===== config.mk =====
export PLATFORM = sky130hd
export DESIGN_NAME = st_symbol_packer_ctrl
export DESIGN_NICKNAME = d
export VERILOG_FILES = /design/src/rtl/st_packer_pkg.sv /design/src/rtl/st_symbol_packer_ctrl.sv
export SDC_FILE = /design/constraint.sdc
export NUM_CORES = 1
export LEC_CHECK = 0
export CORE_UTILIZATION = 46
export DETAILED_ROUTE_END_ITERATION = 10
export PLACE_DENSITY_LB_ADDON = 0.15
export SLEW_MARGIN = 5
export SYNTH_ARGS = -nofsm -noshare
export SYNTH_HDL_FRONTEND = slang
export SYNTH_SLANG_ARGS = --single-unit

===== constraint.sdc =====
create_clock -name clk -period 2.3 [get_ports clk]
set_clock_uncertainty 0.1 [all_clocks]
set_input_delay 0.23 -clock clk [delete_from_list [all_inputs] [get_ports clk]]
set_output_delay 0.23 -clock clk [all_outputs]
set_load 0.02 [all_outputs]

===== src/rtl/st_packer_pkg.sv =====
// Shared constants, FSM encoding and lane helpers for the Avalon-ST symbol packer controller.
package st_packer_pkg;

  localparam int SYMBOLS_PER_BEAT = 4;
  localparam int SYMBOL_W         = 8;
  localparam int BEAT_W           = SYMBOLS_PER_BEAT * SYMBOL_W;
  localparam int EMPTY_W          = 2;
  localparam int LANE_W           = 2;

  typedef enum logic [1:0] {
    IDLE    = 2'd0,
    FETCH   = 2'd1,
    DRAIN   = 2'd2,
    PRESENT = 2'd3
  } pk_state_e;

  // Unused symbol lanes of a beat holding n symbols; only meaningful on an eop beat.
  function automatic logic [EMPTY_W-1:0] empty_lanes(input logic [2:0] n, input logic eop);
    logic [EMPTY_W-1:0] res;
    if (eop) begin
      res = EMPTY_W'(3'd4 - n);
    end else begin
      res = {EMPTY_W{1'b0}};
    end
    return res;
  endfunction

endpackage


===== src/rtl/st_symbol_packer_ctrl.sv =====
// Circular symbol buffer sequencer: packs 8-bit sink symbols into 32-bit source beats via an external RAM.
// Optional statistics counters are built when PACKER_STATS_EN is defined.
module st_symbol_packer_ctrl
  import st_packer_pkg::*;
#(
  parameter int DEPTH      = 8,
  parameter int ADDR_W     = 3,
  parameter int RD_LATENCY = 1
) (
  input  logic                clk,
  input  logic                reset_n,
  input  logic [SYMBOL_W-1:0] in_data,
  input  logic                in_valid,
  output logic                in_ready,
  input  logic                in_sop,
  input  logic                in_eop,
  output logic [BEAT_W-1:0]   out_data,
  output logic                out_valid,
  input  logic                out_ready,
  output logic                out_sop,
  output logic                out_eop,
  output logic [EMPTY_W-1:0]  out_empty,
  output logic [ADDR_W-1:0]   ram_wr_address,
  output logic [SYMBOL_W-1:0] ram_wr_writedata,
  output logic                ram_wr_write,
  input  logic                ram_wr_waitrequest,
  output logic [ADDR_W-1:0]   ram_rd_address,
  input  logic [SYMBOL_W-1:0] ram_rd_readdata
`ifdef PACKER_STATS_EN
  ,
  output logic [15:0]         stat_pkts,
  output logic [15:0]         stat_stall
`endif
);

  localparam logic [ADDR_W:0] DEPTH_C = (ADDR_W+1)'(DEPTH);

  logic                accept_s, close_s, release_s, issue_s, last_issue_s, drain_busy_s;
  logic [ADDR_W-1:0]   wr_ptr_r, rd_ptr_r, rd_slot_s;
  logic [ADDR_W:0]     count_r, grp_cnt_r;
  logic [LANE_W-1:0]   sym_in_grp_r, lane_r;
  logic [DEPTH-1:0]    sop_flag_r, eop_flag_r;
  logic [2:0]          n_r;
  logic                grp_sop_r, grp_eop_r;
  logic [RD_LATENCY-1:0] cap_vld_r;
  logic [LANE_W-1:0]   cap_lane_r [RD_LATENCY];
  pk_state_e           state_r, next_state_s;
  logic [BEAT_W-1:0]   out_data_r;
  logic                out_valid_r, out_sop_r, out_eop_r;
  logic [EMPTY_W-1:0]  out_empty_r;

  assign in_ready         = !ram_wr_waitrequest && (count_r < DEPTH_C);
  assign accept_s         = in_valid && in_ready;
  assign close_s          = accept_s && (in_eop || (sym_in_grp_r == 2'd3));
  assign release_s        = (state_r == PRESENT) && out_valid_r && out_ready;
  assign rd_slot_s        = rd_ptr_r + ADDR_W'(lane_r);
  assign issue_s          = (state_r == FETCH);
  assign last_issue_s     = issue_s && ((lane_r == 2'd3) || eop_flag_r[rd_slot_s]);

  assign ram_wr_write     = accept_s;
  assign ram_wr_address   = wr_ptr_r;
  assign ram_wr_writedata = in_data;
  assign ram_rd_address   = rd_slot_s;

  assign out_data  = out_data_r;
  assign out_valid = out_valid_r;
  assign out_sop   = out_sop_r;
  assign out_eop   = out_eop_r;
  assign out_empty = out_empty_r;

  // Reads still in flight ahead of the final pipeline stage keep DRAIN waiting.
  always_comb begin
    drain_busy_s = 1'b0;
    for (int k = 0; k < RD_LATENCY - 1; k++) begin
      drain_busy_s = drain_busy_s | cap_vld_r[k];
    end
  end

  // Next-state logic of the fetch/present sequencer.
  always_comb begin
    next_state_s = state_r;
    case (state_r)
      IDLE:    if (grp_cnt_r != '0) next_state_s = FETCH;   else next_state_s = IDLE;
      FETCH:   if (last_issue_s)    next_state_s = DRAIN;   else next_state_s = FETCH;
      DRAIN:   if (!drain_busy_s)   next_state_s = PRESENT; else next_state_s = DRAIN;
      PRESENT: if (release_s)       next_state_s = IDLE;    else next_state_s = PRESENT;
      default: next_state_s = IDLE;
    endcase
  end

  // Write side: slot allocation, per-slot framing flags, occupancy and closed-group count.
  always_ff @(posedge clk or negedge reset_n) begin
    if (!reset_n) begin
      wr_ptr_r     <= {ADDR_W{1'b0}};
      count_r      <= {(ADDR_W+1){1'b0}};
      grp_cnt_r    <= {(ADDR_W+1){1'b0}};
      sym_in_grp_r <= 2'd0;
      sop_flag_r   <= {DEPTH{1'b0}};
      eop_flag_r   <= {DEPTH{1'b0}};
    end else begin
      if (accept_s) begin
        wr_ptr_r             <= wr_ptr_r + ADDR_W'(1'b1);
        sym_in_grp_r         <= close_s ? 2'd0 : sym_in_grp_r + 2'd1;
        sop_flag_r[wr_ptr_r] <= in_sop && (sym_in_grp_r == 2'd0);
        eop_flag_r[wr_ptr_r] <= in_eop;
      end
      count_r <= count_r + (ADDR_W+1)'(accept_s)
                 - (release_s ? (ADDR_W+1)'(n_r) : {(ADDR_W+1){1'b0}});
      case ({close_s, release_s})
        2'b10:   grp_cnt_r <= grp_cnt_r + (ADDR_W+1)'(1'b1);
        2'b01:   grp_cnt_r <= grp_cnt_r - (ADDR_W+1)'(1'b1);
        default: grp_cnt_r <= grp_cnt_r;
      endcase
    end
  end

  // Read side: state register, lane issue, capture pipeline and registered beat outputs.
  always_ff @(posedge clk or negedge reset_n) begin
    if (!reset_n) begin
      state_r     <= IDLE;
      rd_ptr_r    <= {ADDR_W{1'b0}};
      lane_r      <= 2'd0;
      n_r         <= 3'd0;
      grp_sop_r   <= 1'b0;
      grp_eop_r   <= 1'b0;
      cap_vld_r   <= {RD_LATENCY{1'b0}};
      for (int k = 0; k < RD_LATENCY; k++) cap_lane_r[k] <= 2'd0;
      out_data_r  <= {BEAT_W{1'b0}};
      out_valid_r <= 1'b0;
      out_sop_r   <= 1'b0;
      out_eop_r   <= 1'b0;
      out_empty_r <= {EMPTY_W{1'b0}};
    end else begin
      state_r       <= next_state_s;
      cap_vld_r[0]  <= issue_s;
      cap_lane_r[0] <= lane_r;
      for (int k = 1; k < RD_LATENCY; k++) begin
        cap_vld_r[k]  <= cap_vld_r[k-1];
        cap_lane_r[k] <= cap_lane_r[k-1];
      end

      if (state_r == IDLE) begin
        lane_r     <= 2'd0;
        out_data_r <= {BEAT_W{1'b0}};
      end else if (cap_vld_r[RD_LATENCY-1]) begin
        case (cap_lane_r[RD_LATENCY-1])
          2'd0:    out_data_r[31:24] <= ram_rd_readdata;
          2'd1:    out_data_r[23:16] <= ram_rd_readdata;
          2'd2:    out_data_r[15:8]  <= ram_rd_readdata;
          default: out_data_r[7:0]   <= ram_rd_readdata;
        endcase
      end

      if (issue_s) begin
        lane_r <= lane_r + 2'd1;
        if (lane_r == 2'd0) grp_sop_r <= sop_flag_r[rd_slot_s];
        if (last_issue_s) begin
          n_r       <= {1'b0, lane_r} + 3'd1;
          grp_eop_r <= eop_flag_r[rd_slot_s];
        end
      end

      if ((state_r == DRAIN) && (next_state_s == PRESENT)) begin
        out_valid_r <= 1'b1;
        out_sop_r   <= grp_sop_r;
        out_eop_r   <= grp_eop_r;
        out_empty_r <= empty_lanes(n_r, grp_eop_r);
      end else if (release_s) begin
        out_valid_r <= 1'b0;
        rd_ptr_r    <= rd_ptr_r + ADDR_W'(n_r);
      end
    end
  end

`ifdef PACKER_STATS_EN
  logic [15:0] stat_pkts_r, stat_stall_r;

  assign stat_pkts  = stat_pkts_r;
  assign stat_stall = stat_stall_r;

  // Saturating counters of delivered packets and backpressured cycles.
  always_ff @(posedge clk or negedge reset_n) begin
    if (!reset_n) begin
      stat_pkts_r  <= 16'h0000;
      stat_stall_r <= 16'h0000;
    end else begin
      if (release_s && out_eop_r && (stat_pkts_r != 16'hFFFF)) stat_pkts_r <= stat_pkts_r + 16'h0001;
      if (out_valid_r && !out_ready && (stat_stall_r != 16'hFFFF)) stat_stall_r <= stat_stall_r + 16'h0001;
    end
  end
`endif

endmodule

## Word level (Yosys, flattened, before mapping)

Index checks and enable logic that the tools add are counted.

| word-level totals | value |
|---|---|
| memory bits (writable) | 0 |
| memory bits (read-only) | 0 |
| bits in latches | 0 |
| memories kept | 0 |
| word-level logic and storage cells | 107 |
| flip-flop bits (word level) | 81 |
| bits of input ports | 23 |

| operators by class | value |
|---|---|
| reduce and logical (&&, ||, !) cells | 32 |
| shifts and indexed selects | 0 |
| eq/ne operators | 11 |
| mux-type cells | 26 |
| add/sub/neg operators | 11 |
| bitwise operators | 1 |
| magnitude comparators | 4 |
| $mul | 0 |
| div/mod/pow operators | 0 |

Operators by type and width:

| kind | count |
|---|---|
| 32-bit 2-to-1 mux | 2 |
| 8-bit 2-to-1 mux | 4 |
| 8-bit bitwise mux | 2 |
| 2-bit equality test (second input constant) | 7 |
| 2-bit AND reduction | 7 |
| 2-bit nonzero test | 7 |
| 2-bit 2-to-1 mux | 6 |
| 1-bit logical AND | 9 |
| 2-bit zero test | 4 |
| 3-bit by 4-bit less-than comparator with 1-bit output (second input constant) | 2 |
| 2-bit one-hot mux with 4 select lines | 1 |
| 4-bit one-hot mux with 2 select lines | 1 |
| 1-bit binary-select mux with 3-bit select | 2 |
| 2-bit by 1-bit equality test with 1-bit output (second input constant) | 3 |
| 1-bit 2-to-1 mux | 6 |
| 2-bit by 1-bit adder with 2-bit output (second input constant) | 2 |
| 4-bit by 1-bit adder with 4-bit output | 1 |
| 4-bit by 1-bit adder with 4-bit output (second input constant) | 1 |
| 4-bit less-than comparator (second input constant) | 1 |
| 4-bit nonzero test | 1 |
| 4-bit by 1-bit subtractor with 4-bit output (second input constant) | 1 |
| 4-bit by 3-bit subtractor with 4-bit output | 1 |
| 2-bit by 1-bit adder with 3-bit output (second input constant) | 1 |
| 3-bit by 1-bit adder with 3-bit output (second input constant) | 1 |
| other kinds (11) | 12 |

## Depth between registers and ports, before layout

| logic depth | value |
|---|---|
| word-level depth | 11 |
| mapped depth | 10 |
| gate-level depth less buffers | 9 |

## Least setup slack after synthesis

OpenSTA, ideal clock, no wires.

| timing | value |
|---|---|
| path kind | register -> register |
| start point | register count_r[3] |
| end point | register grp_cnt_r[2] |
| cell stages (with the launch flop) | 11 |
| data arrival time | 2.237 ns |
| buffers on the path | 1 |
| path slack | -0.162 ns |
| setup time | 0.125 ns |
| clock period less this slack | 2.462 ns |
| path through | dfrtp_1 > nor3b_1 > buf_2 > o21ai_0 > ha_1 > xor2_1 > ha_1 > a21oi_1 > xor2_1 > nor2_1 > xor2_1 |

| on the way | value |
|---|---|
| cells in the longest elaborated chain, start to end | 6 |
| elaborated cells between the ends (all ways) | 8 |

RTL lines:

| what | line | text |
|---|---|---|
| from (decl) | st_symbol_packer_ctrl.sv:40 | `logic [ADDR_W:0] count_r, grp_cnt_r;` |
| from (signal assigned) | st_symbol_packer_ctrl.sv:95 | `count_r <= {(ADDR_W+1){1'b0}};` |
| from (signal assigned) | st_symbol_packer_ctrl.sv:107 | `count_r <= count_r + (ADDR_W+1)'(accept_s)` |
| 4-bit less-than comparator (*) | st_symbol_packer_ctrl.sv:52 | `assign in_ready = !ram_wr_waitrequest && (count_r < DEPTH_C);` |
| 1-bit logical AND (*) | st_symbol_packer_ctrl.sv:52 |  |
| 1-bit logical AND (*) | st_symbol_packer_ctrl.sv:53 | `assign accept_s = in_valid && in_ready;` |
| net ram_wr_write | st_symbol_packer_ctrl.sv:25 | `output logic ram_wr_write,` |
| 1-bit logical AND (*) | st_symbol_packer_ctrl.sv:54 | `assign close_s = accept_s && (in_eop \|\| (sym_in_grp_r == 2'd3));` |
| 2-bit by 1-bit equality test with 1-bit output or 2-bit equality test (tied branches) | st_symbol_packer_ctrl.sv:109 | `case ({close_s, release_s})` |
| 4-bit one-hot mux with 2 select lines or 2-bit nonzero test (tied branches) | n/a |  |
| to (signal assigned) | st_symbol_packer_ctrl.sv:110 | `2'b10: grp_cnt_r <= grp_cnt_r + (ADDR_W+1)'(1'b1);` |
| to (signal assigned) | st_symbol_packer_ctrl.sv:111 | `2'b01: grp_cnt_r <= grp_cnt_r - (ADDR_W+1)'(1'b1);` |
| to (signal assigned) | st_symbol_packer_ctrl.sv:112 | `default: grp_cnt_r <= grp_cnt_r;` |
| to (decl) | st_symbol_packer_ctrl.sv:40 |  |

Mark *: on every way through the listed nets, which the timed path passes. The rest lies on a longest branch.
A chain may end at the register's enable or synchronous reset.

## Worst setup path after layout

| timing | value |
|---|---|
| start point | register rd_ptr_r[0] |
| end point | register n_r[1] |

| on the way | value |
|---|---|
| cells in the longest elaborated chain, start to end | 6 |

RTL lines:

| what | line | text |
|---|---|---|
| from (decl) | st_symbol_packer_ctrl.sv:39 | `logic [ADDR_W-1:0] wr_ptr_r, rd_ptr_r, rd_slot_s;` |
| from (signal assigned) | st_symbol_packer_ctrl.sv:121 | `rd_ptr_r <= {ADDR_W{1'b0}};` |
| from (signal assigned) | st_symbol_packer_ctrl.sv:170 | `rd_ptr_r <= rd_ptr_r + ADDR_W'(n_r);` |
| 3-bit by 2-bit adder with 3-bit output | st_symbol_packer_ctrl.sv:56 | `assign rd_slot_s = rd_ptr_r + ADDR_W'(lane_r);` |
| 1-bit binary-select mux with 3-bit select | st_symbol_packer_ctrl.sv:58 | `assign last_issue_s = issue_s && ((lane_r == 2'd3) \|\| eop_flag_r[rd_slot_s]);` |
| 1-bit 2-to-1 mux (implied by the code) | st_symbol_packer_ctrl.sv:58 |  |
| 1-bit logical OR | st_symbol_packer_ctrl.sv:58 |  |
| 1-bit logical AND | st_symbol_packer_ctrl.sv:58 |  |
| 2-bit AND reduction (no source line) | n/a |  |
| to (signal assigned) | st_symbol_packer_ctrl.sv:158 | `n_r <= {1'b0, lane_r} + 3'd1;` |
| to (decl) | st_symbol_packer_ctrl.sv:43 | `logic [2:0] n_r;` |

No other way between the ends. The select of a mux whose other input is x is not followed.

==> results.txt <==
Mux contribution to synthesized area -> 18.6%
Initial core utilization -> 48.3%
Crit-path cells -> ha_2 -> inv_1 -> fa_1 -> mux4_1 -> mux2_4 -> o21ai_4 -> mux2_4
Syn nets -> 353
Seq/Total Area, Yosys -> 53.5%
Commonest cells after routing, fill and taps aside -> dfrtp_1 (81), clkdlybuf4s50_1 (56), nor2_1 (37), mux2i_1 (33), buf_4 (23)
Crit-path max FO -> 3
Root Driver -> clkbuf_8
Clock latency at the later pin of the worst-skew pair -> 0.35 ns
Ys Warns -> 0
Max-cap violation count -> 0
First drt pass iteration count -> 4
Unrepaired setup endpoints after global routing -> true
CP required -> 2.44 ns
Final setup fails -> 2
Routability cong. -> 0.743
Vias in the first global route -> 2531
Net Sw Power -> 2.65 mW
Nets -> 428
M1 WL -> 3540 µm
Slew Viols, Final -> 0
Synth Area in XOR/XNOR -> 3.24%
Pint -> 4.36 mW
Compound-Gate Fraction of Synth Area -> 3.30%
WL per Instance -> 14.7 µm
Area share of the largest cell type after synthesis -> 53.5%
Most common cell after layout, fill and taps aside -> dfrtp_1
Drt drc -> 0
Buffers on Ports -> 59
P&R area growth vs syn -> 25.9%
Crit end category -> flop
DIE HEIGHT -> 92.8 µm
Total grt overflow -> 0
Yosys reg bits -> 81
Peak supply drop -> 0.806 mV
Worst-Margin Slew -> 0.587 ns
Comb pwr share -> 50.5%
Switching Share -> 37.8%
Crit-path slowest cell -> fa_1
Rel. slew slack -> 60.7%
Startpoint class of the critical path -> flop
Final Cycle Share -> 103%
Largest net degree at the start of global routing -> 45
CTS Buf Count -> 9
Yosys top cell by area -> dfrtp_1
Final standard cell area without fillers -> 4770 µm²
Vias -> 2435
Total die area -> 8600 µm²
First-pass GRT wire length -> 12600 µm
Clk slew on worst S/H paths -> 0.08 ns
Mean number of vias per cell -> 4.94
Status -> finished, violations left
Core ar. -> 7850 µm²
Synth Instances -> 311
H-tree levels -> 3
Adder-cell share of the synthesized area -> 6.87%
Synthesized area -> 3790 µm²
Clock Path Buffers -> 2
DR top layer -> met4
Total power -> 7.01 mW
Wirelength, routed -> 7220 µm
Hold Fails Final Rpt -> 0
Sequential share of power -> 36.4%
Ant diodes -> 0
Critical path's largest stage delay -> 0.52 ns
CTS tree -> yes
Post-Place Cell Area -> 4590 µm²
Shortest period the worst path allows -> 2.36 ns
Post-route insts no fill -> 493
Dpl hpwl -> 5330 µm
Kind of critical path -> reg -> reg
Peak Freq -> 0.424 GHz
Crit path DAT -> 2.49 ns
Detail Route Antenna Nets -> 0
Initial antenna violation count -> 0
Die X -> 92.8 µm
Worst path most repeated cell -> mux2_4
Leak -> 2.37 nW
Met2 wire len -> 3240 µm
Clk pwr share -> 13.0%
Total Routing Usage GR -> 19.1%
Class of the worst hold path -> in -> async
Pwr per Cell Area -> 1470 nW/µm²
Avg Inst Size Synth -> 12.2 µm²
Row cnt -> 32
Ranking of synthesized cells by area -> dfrtp_1 (54%), mux2i_1 (8.7%), mux2_2 (5.9%)
Final setup margin -> -0.0579 ns
Filler Cell Count -> 667
DR iter-0 viols -> 95
Io pins -> 76
Count of unique library cells instantiated by Yosys -> 38
Share of layout cells above drive strength 1 -> 17.9%
Met3 wire length -> 329 µm
Post-placement cell count -> 475
Final Util -> 60.8%
Main combinational cell family by area after synthesis -> multiplexers
# clock sinks -> 81
Violated checks -> setup timing
Simple-Gate Fraction of Synth Area -> 10.4%
final timing paths:
kind	from	endpoint	slack [ns]	depth (start not counted)
max	rd_ptr_r[0]	n_r[1]	-0.06	7
min	reset_n	out_valid	0.32	2
max reg2reg	rd_ptr_r[0]	n_r[1]	-0.06	7
min reg2reg	grp_cnt_r[3]	grp_cnt_r[3]	0.38	1
max in group asynchronous	reset_n	out_data[18]	1.19	3
min in group clk	in_data[4]	ram_wr_writedata[4]	0.36	0
per-stage QoR:
stage	setup TNS, ns	setup WS [ns]	hold slack [ns]
final	-0.116	-0.0579	0.317
after CTS	-0.124	-0.0618	0.324
after detailed placement	-0.487	-0.139	0.169
after floorplan	-0.257	-0.0861	-0.166
after global routing	-0.457	-0.157	0.360
after global placement	-0.260	-0.116	0.171
state kept, by name, summed over array words and instances (netlist names), 2 cells and up:
register        flops
state_r             2
out_data           32
lane_r              2
n_r                 3
rd_ptr_r            3
out_empty           2
ram_wr_address      3
sym_in_grp_r        2
cap_lane_r          2
sop_flag_r          8
grp_cnt_r           4
eop_flag_r          8
count_r             4
per-layer routing:
layer  track usage (%)  vias to the layer above
met5                 0                        -
met4              7.95                        0
met3              4.27                       12
met2              28.6                       52
met1              26.9                     1171
li1                  -                     1200
power groups by stage:
| stage | sequential (mW) | clock (mW) | combinational, mW |
|---|---|---|---|
| 6_report | 2.55 | 0.914 | 3.54 |
| 5_1_grt | 2.65 | 1.00 | 3.91 |
| 3_3_place_gp | 2.55 | 0 | 3.54 |
| 3_5_place_dp | 2.58 | 0 | 3.62 |
| 4_1_cts | 2.55 | 0.945 | 3.60 |
| 2_1_floorplan | 2.87 | 0 | 1.82 |
synth_stat cells:
master     instances
and2_0             1
nor4_1             1
buf_2              1
buf_4              8
nand2b_1           1
clkbuf_1           8
mux2i_1           33
a21oi_1            4
nand4_1            1
xnor2_1            5
nand3_1            6
a22o_1             1
and3_1             1
ha_1              16
a31oi_1            2
a22o_2             1
a21o_1             1
dfrtp_1           81
fa_1               3
nand3b_1           3
mux2_2            20
and2_1             1
inv_1             14
nor2b_1            4
and3_2             1
a211oi_1           2
nor4bb_1           1
nand4bb_1          1
nor3b_1            2
and4_1             1
nor2_1            38
o21ai_0            7
xor2_1             9
nand2_1           22
o21ai_4            1
mux2_4             3
buf_1              2
mux4_1             4
worst max-delay path: cells and delay by family (launching register included):
| family | cells | cell delay (ns) |
|---|---|---|
| compound gates | 1 | 0.17 |
| fa+ha+maj | 2 | 0.68 |
| buf+inv | 1 | 0.04 |
| flops | 1 | 0.36 |
| mux | 3 | 0.90 |
timing repair:
item                                    4_1_cts  5_1_grt
endpoints found under the hold margin        42        0
hold buffers                                  1        0
endpoints found under the setup margin        4        9
resized for setup                             4        3
setup buffers                                 0        1
kinds of logic (layout without fill, tap and decap cells):
| group | after synthesis | after routing |
|---|---|---|
| AO/OA/AOI/OAI | 19 | 19 |
| XOR/XNOR | 14 | 14 |
| adder cells (fa/ha/maj) | 19 | 19 |
| buffers and inverters | 33 | 113 |
| flip-flops | 81 | 81 |
| multiplexers | 60 | 60 |
| AND/OR/NAND/NOR | 85 | 85 |
cell type report:
cell class	count	area [µm²]	share of cell area, %
inverter	14	52.6	1.10
clock buffer	11	141	2.96
multi-input combinational	197	1620	33.9
clock inverter	5	31.3	0.656
sequential	81	2030	42.5
timing repair buffer	83	773	16.2
tap	102	128	2.68
(Power assumes the default switching activity.)
